--- config.mk ---
export PLATFORM = sky130hd
export DESIGN_NAME = seg_digit_driver_flat
export DESIGN_NICKNAME = d
export VERILOG_FILES = /design/src/rtl/seg_digit_driver_if.sv /design/src/rtl/seg_digit_driver.sv /design/src/flat_wrapper.sv
export SDC_FILE = /design/constraint.sdc
export NUM_CORES = 1
export LEC_CHECK = 0
export ABC_AREA = 1
export BUFFER_PORTS_ARGS = -buffer_cell sky130_fd_sc_hd__buf_2
export CORE_MARGIN = 2
export CORE_UTILIZATION = 25
export DETAILED_ROUTE_END_ITERATION = 8
export GPL_TIMING_DRIVEN = 0
export PLACE_DENSITY = 0.47
export SETUP_SLACK_MARGIN = 0.5
export SLEW_MARGIN = 25
export SYNTH_ARGS = -nofsm -noshare
export SYNTH_HDL_FRONTEND = slang
export SYNTH_SLANG_ARGS = --single-unit
export TNS_END_PERCENT = 20
--- constraint.sdc ---
create_clock -name Clk -period 2 [get_ports Clk]
set_input_delay 0.1 -clock Clk [delete_from_list [all_inputs] [get_ports Clk]]
set_output_delay 0.1 -clock Clk [all_outputs]
set_load 0.005 [all_outputs]
--- src/rtl/seg_digit_driver_if.sv ---
// Load/data handshake between the value producer and seg_digit_driver.
// Ready high means the driver can take a new byte on Load.
interface seg_digit_driver_if;
    logic       Load;
    logic [7:0] DataIn;
    logic       Ready;

    modport master (
        output Load,
        output DataIn,
        input  Ready
    );

    modport slave (
        input  Load,
        input  DataIn,
        output Ready
    );
endinterface

--- src/rtl/seg_digit_driver.sv ---
// Two-digit seven-segment cathode driver with frame-aligned commit.
// Optional blink gating is built only when SEG_BLINK_EN is defined.
module seg_digit_driver #(
    parameter int BLANK_LEADING_ZERO = 0,
    parameter int TIMEOUT_LOG2       = 19,
    parameter int BLINK_LOG2         = 25
) (
    input  logic                Clk,
    input  logic                Reset,
    input  logic                Selector,
    input  logic                Blink,
    seg_digit_driver_if.slave   bus,
    output logic [6:0]          Seg,
    output logic                DP
);

    typedef enum logic {
        IDLE,
        PENDING
    } state_t;

    localparam logic [6:0] BLANK = 7'b1111111;

    state_t                  state_q;
    logic                    ready_q;
    logic [7:0]              pend_q;
    logic [TIMEOUT_LOG2-1:0] tmo_q;
    logic                    prev_sel_q;
    logic [6:0]              pat0_q;
    logic [6:0]              pat1_q;

    logic [6:0]              pat0_d;
    logic [6:0]              pat1_d;
    logic                    boundary;
    logic                    tmo_hit;
    logic                    commit;
    logic [6:0]              seg_mux;

    function automatic logic [6:0] hex7(input logic [3:0] n);
        logic [6:0] p;
        case (n)
            4'h0:    p = 7'b1000000;
            4'h1:    p = 7'b1111001;
            4'h2:    p = 7'b0100100;
            4'h3:    p = 7'b0110000;
            4'h4:    p = 7'b0011001;
            4'h5:    p = 7'b0010010;
            4'h6:    p = 7'b0000010;
            4'h7:    p = 7'b1111000;
            4'h8:    p = 7'b0000000;
            4'h9:    p = 7'b0010000;
            4'hA:    p = 7'b0001000;
            4'hB:    p = 7'b0000011;
            4'hC:    p = 7'b1000110;
            4'hD:    p = 7'b0100001;
            4'hE:    p = 7'b0000110;
            default: p = 7'b0001110;
        endcase
        return p;
    endfunction

    // Decode the pending byte and detect the commit conditions.
    always_comb begin
        pat0_d   = hex7(pend_q[3:0]);
        pat1_d   = hex7(pend_q[7:4]);
        if ((BLANK_LEADING_ZERO != 0) && (pend_q[7:4] == 4'h0)) begin
            pat1_d = BLANK;
        end
        boundary = prev_sel_q & ~Selector;
        tmo_hit  = &tmo_q;
        commit   = boundary | tmo_hit;
    end

    // Handshake FSM: hold one pending byte, commit it at a frame edge or timeout.
    always_ff @(posedge Clk) begin
        if (Reset) begin
            state_q    <= IDLE;
            ready_q    <= 1'b1;
            pend_q     <= 8'h00;
            tmo_q      <= '0;
            prev_sel_q <= 1'b0;
            pat0_q     <= BLANK;
            pat1_q     <= BLANK;
        end else begin
            prev_sel_q <= Selector;
            case (state_q)
                IDLE: begin
                    if (bus.Load) begin
                        pend_q  <= bus.DataIn;
                        tmo_q   <= '0;
                        state_q <= PENDING;
                        ready_q <= 1'b0;
                    end
                end
                PENDING: begin
                    if (commit) begin
                        pat0_q  <= pat0_d;
                        pat1_q  <= pat1_d;
                        tmo_q   <= '0;
                        state_q <= IDLE;
                        ready_q <= 1'b1;
                    end else begin
                        tmo_q <= tmo_q + 1'b1;
                    end
                end
                default: begin
                    state_q <= IDLE;
                    ready_q <= 1'b1;
                end
            endcase
        end
    end

    assign bus.Ready = ready_q;
    assign DP        = 1'b1;

    // Pick the pattern for the digit the anode controller is driving now.
    always_comb begin
        seg_mux = Selector ? pat1_q : pat0_q;
    end

`ifdef SEG_BLINK_EN
    logic [BLINK_LOG2:0] blink_q;

    // Free-running blink phase counter.
    always_ff @(posedge Clk) begin
        if (Reset) begin
            blink_q <= '0;
        end else begin
            blink_q <= blink_q + 1'b1;
        end
    end

    // Blank the cathodes during the off half of the blink period.
    always_comb begin
        Seg = (Blink && blink_q[BLINK_LOG2]) ? BLANK : seg_mux;
    end
`else
    logic [BLINK_LOG2:0] blink_unused;
    assign blink_unused = {(BLINK_LOG2 + 1){Blink}};

    // No blink hardware: the mux drives the cathodes directly.
    always_comb begin
        Seg = seg_mux;
    end
`endif

endmodule

--- src/flat_wrapper.sv ---
// flat-port wrapper written by rule: the top's interface ports become plain ports
module seg_digit_driver_flat 
#(
    parameter int BLANK_LEADING_ZERO = 0,
    parameter int TIMEOUT_LOG2       = 19,
    parameter int BLINK_LOG2         = 25
)
  (Clk, Reset, Selector, Blink, Seg, DP, bus_Load, bus_DataIn, bus_Ready);
  seg_digit_driver_if bus_i ();
  input  logic Clk;
  input  logic Reset;
  input  logic Selector;
  input  logic Blink;
  output logic [6:0] Seg;
  output logic DP;
  input wire logic [$bits(bus_i.Load)-1:0] bus_Load;
  input wire logic [$bits(bus_i.DataIn)-1:0] bus_DataIn;
  output wire logic [$bits(bus_i.Ready)-1:0] bus_Ready;
  assign bus_i.Load = bus_Load;
  assign bus_i.DataIn = bus_DataIn;
  assign bus_Ready = bus_i.Ready;
  seg_digit_driver #(.BLANK_LEADING_ZERO(BLANK_LEADING_ZERO), .TIMEOUT_LOG2(TIMEOUT_LOG2), .BLINK_LOG2(BLINK_LOG2)) u_core (.Clk(Clk), .Reset(Reset), .Selector(Selector), .Blink(Blink), .bus(bus_i), .Seg(Seg), .DP(DP));
endmodule
==> flow_summary_export.csv, run 1 <==
group,metric,value,unit
global_route,grt_max_degree,16,
final_layout,syn_to_final_growth,17.2,%
cts,clock_path_buffers,2,
timing,fmax,0.659,GHz
critical_path,end_kind,"flip-flop",
timing,setup_viol_count_final,0,
critical_path,timing.rr.end,"u_core.pat0_q[5]",
detailed_routing,post_drt_wl_per_cell,11.7,µm
synthesis,synthTopCellsByCount,"nand2_1 (110), nor2_1 (57), dfxtp_1 (44), nand3_1 (44), inv_1 (35)",
critical_path,critPathSlowestCell,"dfxtp_2",
synthesis,synth_edf_count,0,
status,status,"finished, final reports clean",
critical_path,worstSetupPathType,"flip-flop to flip-flop",
detailed_routing,route.detailed.drc,0,
flow_run,drv_cap,0,
global_route,top_usage_layer,"met2",
cts,cts_sinks,44,
cts,cts_tree,"done",
cts,htree_levels,2,
synthesis,syn_inst,415,
critical_path,r2r-start,"u_core.tmo_q[1]",
timing,relSlewSlack,0.634,
synthesis,async_reset_ff_frac,0,
synthesis,synth_largest_area_cell,"dfxtp_1",
global_route,first_global_vias,2330,
synthesis,ys_types,34,
critical_path,rr_worst_depth,11,
synthesis,yosysWarnings,0,
timing,min_period,1.52,ns
detailed_routing,drt_iter0_drc,141,
timing,hold_viol,0,
detailed_routing,vias_per_cell,4.44,
cts,cts_hold_buf,0,
global_route,met1_usage,0.173,
floorplanning,num_rows,37,
global_route,antenna_found_initial,0,
floorplanning,die_h,108,µm
synthesis,synth_area_per_cell,6.52,µm²
pwr,total_power,1810,µW
synthesis,synthTopCellsByArea,"dfxtp_1 (33%), nand2_1 (15%), nand3_1 (8.1%)",
cts,cts_root_buf,"clkbuf_8",
final_layout,drive_gt1_frac,0.160,
synthesis,synth_top_cell_area_share,0.325,
final_layout,nets,474,
timing,fin_crit_sh,0.759,
cts,clock_latency,0.31,ns
placed_design,port_buffers,17,
pwr,p_leak,0.00133,µW
final_layout,nFillCells,1172,
floorplanning,die_area,11700,µm²
final_layout,multi_input_area,1610,µm²
synthesis,synthFlopType,"dfxtp_1",
detailed_routing,ant_nets,0,
worst_hold_path,hold_class,"primary input to flip-flop",
cts,cts_made_buffers,5,
synthesis,yosysSeqAreaShare,0.325,
floorplanning,initial_utilization,0.260,
timing,whs,0.0666,ns
final_layout,regArea,886,µm²
global_route,grt_usage,0.122,
final_layout,finalNonFillerCells,585,
critical_path,cp.required,2.18,ns
detailed_routing,vias,2597,
detailed_routing,drt-total-wl,6.83,mm
global_route,gr-total-overflow,0,
placed_design,dpl.hpwl,4.96,mm
critical_path,cp-endpoint,"u_core.pat0_q[5]",
floorplanning,die_w,108,µm
floorplanning,ioPinCount,22,
timing,grt_setup_unrepaired,"yes",
synthesis,synth_most_common_cell,"nand2_1",
placed_design,gp_congestion,0.778,
timing,tightest_slew,0.549,ns
timing,finalSetupTns,0,ns
pwr,p_per_area,572,nW/µm²
placed_design,place_inst,568,
pwr,peakVddDrop,0.000291,V
global_route,grt_pass1_wl,11.3,mm
synthesis,syn_nets,441,
critical_path,crit_fanout,6,
timing,final-max-slew-violation-count,0,
cts,path_clk_slew,0.09,ns
final_layout,antennaDiodeCount,0,
critical_path,cpMostUsedCell,"nand2_4",
critical_path,r2r_slack,0.48,ns
global_route,gr-usage-met3,0.0145,
critical_path,crit_start,"u_core.tmo_q[1]",
critical_path,slowest_delay,0.37,ns
detailed_routing,firstDrtPassIters,4,
floorplanning,coreArea,10400,µm²
synthesis,synth_seq_cells,44,
synthesis,syn_area,2710,µm²
global_route,grtUsageMet2,0.191,
critical_path,path_cells,"ha_4, nand2_4, nor2_4, nand2_4, clkinv_4, nand3_4, nand2_4, nand2_4, buf_6, nand2_1, nand3_1",
critical_path,start_kind,"flip-flop",
timing,skew,0.00784,ns
critical_path,cp.arrival,1.70,ns
-- sequential cells by signal (all words and copies together), names as in the netlist --
register / count
u_core.bus.Ready: 1
u_core.pat0_q: 7
u_core.pat1_q: 7
u_core.pend_q: 8
u_core.prev_sel_q: 1
u_core.state_q: 1
u_core.tmo_q: 19
-- worst min-delay path by stage --
stage,end,start,cells after the start
after floorplan,u_core.pend_q[6],bus_DataIn[6],2
after global placement,u_core.pend_q[6],bus_DataIn[6],3
after detailed placement,u_core.pend_q[6],bus_DataIn[6],3
after CTS,u_core.pend_q[6],bus_DataIn[6],3
after global routing,u_core.pend_q[6],bus_DataIn[6],3
final,u_core.pend_q[2],bus_DataIn[2],3
-- layer usage --
metal,vias to the layer above,wire length (µm),share of wire
li1,1402,-,-
met1,1153,3560,0.52
met2,34,2950,0.43
met3,8,188,0.028
met4,0,137,0.020
met5,-,0,0
-- cells in the final DEF, fill, tap and decap left out, types with 9 or more instances in the layout --
| master | instances |
|---|---|
| a21oi_1 | 22 |
| buf_2 | 24 |
| buf_4 | 9 |
| dfxtp_1 | 40 |
| ha_1 | 12 |
| inv_1 | 35 |
| nand2_1 | 103 |
| nand3_1 | 43 |
| nand4_1 | 14 |
| nor2_1 | 57 |
| o21ai_0 | 23 |
-- area by class of cell --
cell class | count | area share
Buffer | 19 | 0.0315
Clock inverter | 3 | 0.00749
Tap cell | 136 | 0.0536
Timing Repair Buffer | 26 | 0.0493
Multi-Input combinational cell | 312 | 0.508
Clock buffer | 5 | 0.0217
Sequential cell | 44 | 0.279
Inverter | 40 | 0.0489
-- critical path, delay by kind of cell, from the launching register on --
kind                     cells  cell delay [ns]
adder cells (fa/ha/maj)      1             0.16
buffers and inverters        2             0.21
flip-flops                   1             0.37
AND/OR/NAND/NOR              8             0.66
-- repair_timing --
item,4_1_cts,5_1_grt
gates cloned,1,0
buffers inserted,8,0
resized for setup,14,3
pin swaps,3,0
hold endpoints to repair,0,0
setup endpoints to repair,43,43
-- per-stage QoR --
stage                     area, µm²   util  setup WS, ns
after global routing           3170  0.305         0.303
after CTS                      3170  0.304         0.458
after floorplan                2710      -         0.503
after detailed placement       2970  0.285         0.294
final                          3170  0.305         0.483
after global placement         2970  0.285         0.320
-- cell families (layout without fill, tap and decap cells) --
kind of cell,Yosys count,after routing,synth area share
other,1,1,0.00138
xor gates and xnor gates,4,4,0.0129
and+or+nand+nor,239,239,0.395
buffers and inverters,59,93,0.0938
DFF,44,44,0.325
AOI/OAI and AO/OA,55,55,0.112
adders and majority gates,13,13,0.0601
-- report_power, final --
group / internal (µW) / switching [µW] / leakage, µW / total [µW]
clock: 248 / 355 / 0.0000404 / 603
sequential: 904 / 18.5 / 0.000360 / 923
combinational: 97.7 / 190 / 0.000932 / 288
Note: power is estimated with default switching activity, not from simulation.
==> inputs of run 2 (changes only) <==
Settings changed: PLACE_DENSITY 0.47 to 0.48.
Clock period 2 ns to 1.3 ns, I/O delays scaled along.
==> flow_summary_export.csv, run 2 (synthesis results as in run 1) <==
group,metric,value,unit
timing,hold_viol,0,
cts,clock_path_buffers,2,
timing,grt_setup_unrepaired,"yes",
final_layout,syn_to_final_growth,22.2,%
critical_path,critPathSlowestCell,"dfxtp_2",
placed_design,port_buffers,17,
critical_path,start_kind,"flip-flop",
placed_design,post-place-ws,-0.327,ns
worst_hold_path,min_to,"u_core.pend_q[2]",
critical_path,path_delay_family,"simple AND/OR/NAND/NOR gates",
critical_path,slowest_delay,0.36,ns
timing,skew,0.0143,ns
timing,fmax,0.644,GHz
pwr,comb_power_share,0.157,
detailed_routing,top_layer,"met4",
global_route,first_global_vias,2453,
timing,setup_viol_count_final,35,
pwr,p_int,2140,µW
detailed_routing,ant_nets,0,
final_layout,finalNonFillerCells,588,
final_layout,multi_input_area,1650,µm²
critical_path,crit_fanout,7,
cts,path_clk_slew,0.10,ns
timing,min_period,1.55,ns
global_route,antenna_found_initial,0,
detailed_routing,vias_per_cell,4.57,
pwr,p_sw_frac,0.289,
pwr,p_per_area,909,nW/µm²
critical_path,cpMostUsedCell,"nand2_4",
cts,cts_hold_buf,0,
pwr,p_leak,0.00138,µW
final_layout,antennaDiodeCount,0,
critical_path,cp.required,1.47,ns
final_layout,largest_reg_flops,19,
critical_path,end_kind,"flip-flop",
timing,finalSetupTns,-5.84,ns
timing,fin_crit_sh,1.20,
timing,tightest_slew,0.507,ns
pwr,clkPwrFrac,0.370,
global_route,gr-total-overflow,0,
critical_path,r2r_slack,-0.25,ns
final_layout,nFillCells,1153,
detailed_routing,vias,2687,
critical_path,rr_worst_depth,11,
detailed_routing,dr_wl_met2,3.03,mm
floorplanning,die_w,108,µm
cts,cts_tree,"done",
final_layout,nets,477,
timing,setup_ws,-0.254,ns
floorplanning,ioPinCount,22,
critical_path,timing.rr.end,"u_core.pat0_q[5]",
pwr,peakVddDrop,0.000549,V
detailed_routing,wl_met3,262,µm
critical_path,path_cells,"ha_4, nand2_4, nor2_4, nand2_4, clkinv_4, nand3_4, nand2_4, nand2_8, buf_6, nand2_1, nand3_1",
floorplanning,die_h,108,µm
critical_path,worstSetupPathType,"flip-flop to flip-flop",
detailed_routing,drt_iter0_drc,127,
floorplanning,die_area,11700,µm²
final_layout,largest-register,"u_core.tmo_q",
critical_path,worst-path-buf-inv,2,
timing,final-max-slew-violation-count,0,
final_layout,layout_commonest_cell,"nand2_1",
floorplanning,num_rows,37,
cts,cts_root_buf,"clkbuf_8",
timing,relSlewSlack,0.662,
cts,htree_levels,2,
detailed_routing,firstDrtPassIters,7,
final_layout,layout_common_cells,"nand2_1 (103), nor2_1 (56), nand3_1 (41)",
cts,cts_sinks,44,
cts,clock_latency,0.31,ns
critical_path,cp.arrival,1.73,ns
global_route,grt_usage,0.127,
status,status,"finished, violations left",
final_layout,regArea,903,µm²
cts,cts_made_buffers,5,
floorplanning,initial_utilization,0.260,
pwr,p_switching,869,µW
critical_path,r2r-start,"u_core.tmo_q[1]",
placed_design,gp_congestion,0.817,
detailed_routing,post_drt_wl_per_cell,11.8,µm
floorplanning,coreArea,10400,µm²
global_route,grt_max_degree,16,
worst_hold_path,hold_start,"bus_DataIn[2]",
final_layout,reg.largest.list,"u_core.tmo_q x19, u_core.pend_q x8",
status,violations,"negative setup slack",
placed_design,dpl.hpwl,4.94,mm
global_route,grt_pass1_wl,11.8,mm
pwr,seqPwrFrac,0.472,
worst_hold_path,hold_class,"primary input to flip-flop",
detailed_routing,drt-total-wl,6.97,mm
placed_design,place_inst,568,
worst_hold_path,whs_path_depth,3,
flow_run,drv_cap,0,
detailed_routing,wl_met1,3.58,mm
final_layout,drive_gt1_frac,0.212,
detailed_routing,route.detailed.drc,0,
## run 2: timing repair
action                                  4_1_cts  5_1_grt
endpoints found under the setup margin       52       51
gates resized for setup                      25       21
pin swaps                                     3       12
setup buffers                                 9        2
cloned                                        1        0
## run 2: worst max-delay path by stage
stage | startpoint | slack (ns) | cells past startpoint | end
finish | u_core.tmo_q[1] | -0.25 | 11 | u_core.pat0_q[5]
global route | u_core.tmo_q[1] | -0.38 | 11 | u_core.tmo_q[18]
CTS | u_core.tmo_q[0] | -0.20 | 11 | u_core.tmo_q[18]
detailed placement | u_core.tmo_q[0] | -0.33 | 11 | u_core.pat0_q[5]
global placement | u_core.tmo_q[0] | -0.32 | 11 | u_core.pat1_q[6]
floorplan | u_core.tmo_q[1] | -0.15 | 11 | u_core.pat1_q[0]
## run 2: area by class of cell
class,count,share of cell area
multi-input cells,312,0.500
flip-flops and latches,44,0.273
repair buffers,29,0.0575
well taps,136,0.0514
inverters,40,0.0480
plain buffers,19,0.0348
clock buffers,5,0.0208
clock inverters,3,0.0144
## run 2: stage by stage
step	cell area, µm²	power, µW	util	hold slack, ns
after floorplan	2730	1750	-	0.258
after global placement	2990	1880	0.287	0.345
after detailed placement	2990	1880	0.287	0.350
after CTS	3220	3030	0.310	0.0192
after global routing	3310	3170	0.318	0.0355
final	3310	3010	0.318	0.0227
## run 2: routing by layer
metal / track usage / vias to the layer above
li1: - / 1411
met1: 0.179 / 1214
met2: 0.199 / 56
met3: 0.0169 / 6
met4: 0.0403 / 0
met5: 0 / -
## run 2: worst register-to-register path, delay by kind of cell, from the launching register on
kind          cells  cell delay, ns
fa+ha+maj         1            0.15
buf+inv           2            0.20
simple gates      8            0.72
flops             1            0.36
## run 2: power groups by stage
stage	Clock [µW]	Combinational (µW)	Sequential [µW]
finish	1110	473	1420
CTS	1150	456	1420
global route	1200	539	1430
global placement	0	429	1450
detailed placement	0	430	1450
floorplan	0	302	1450
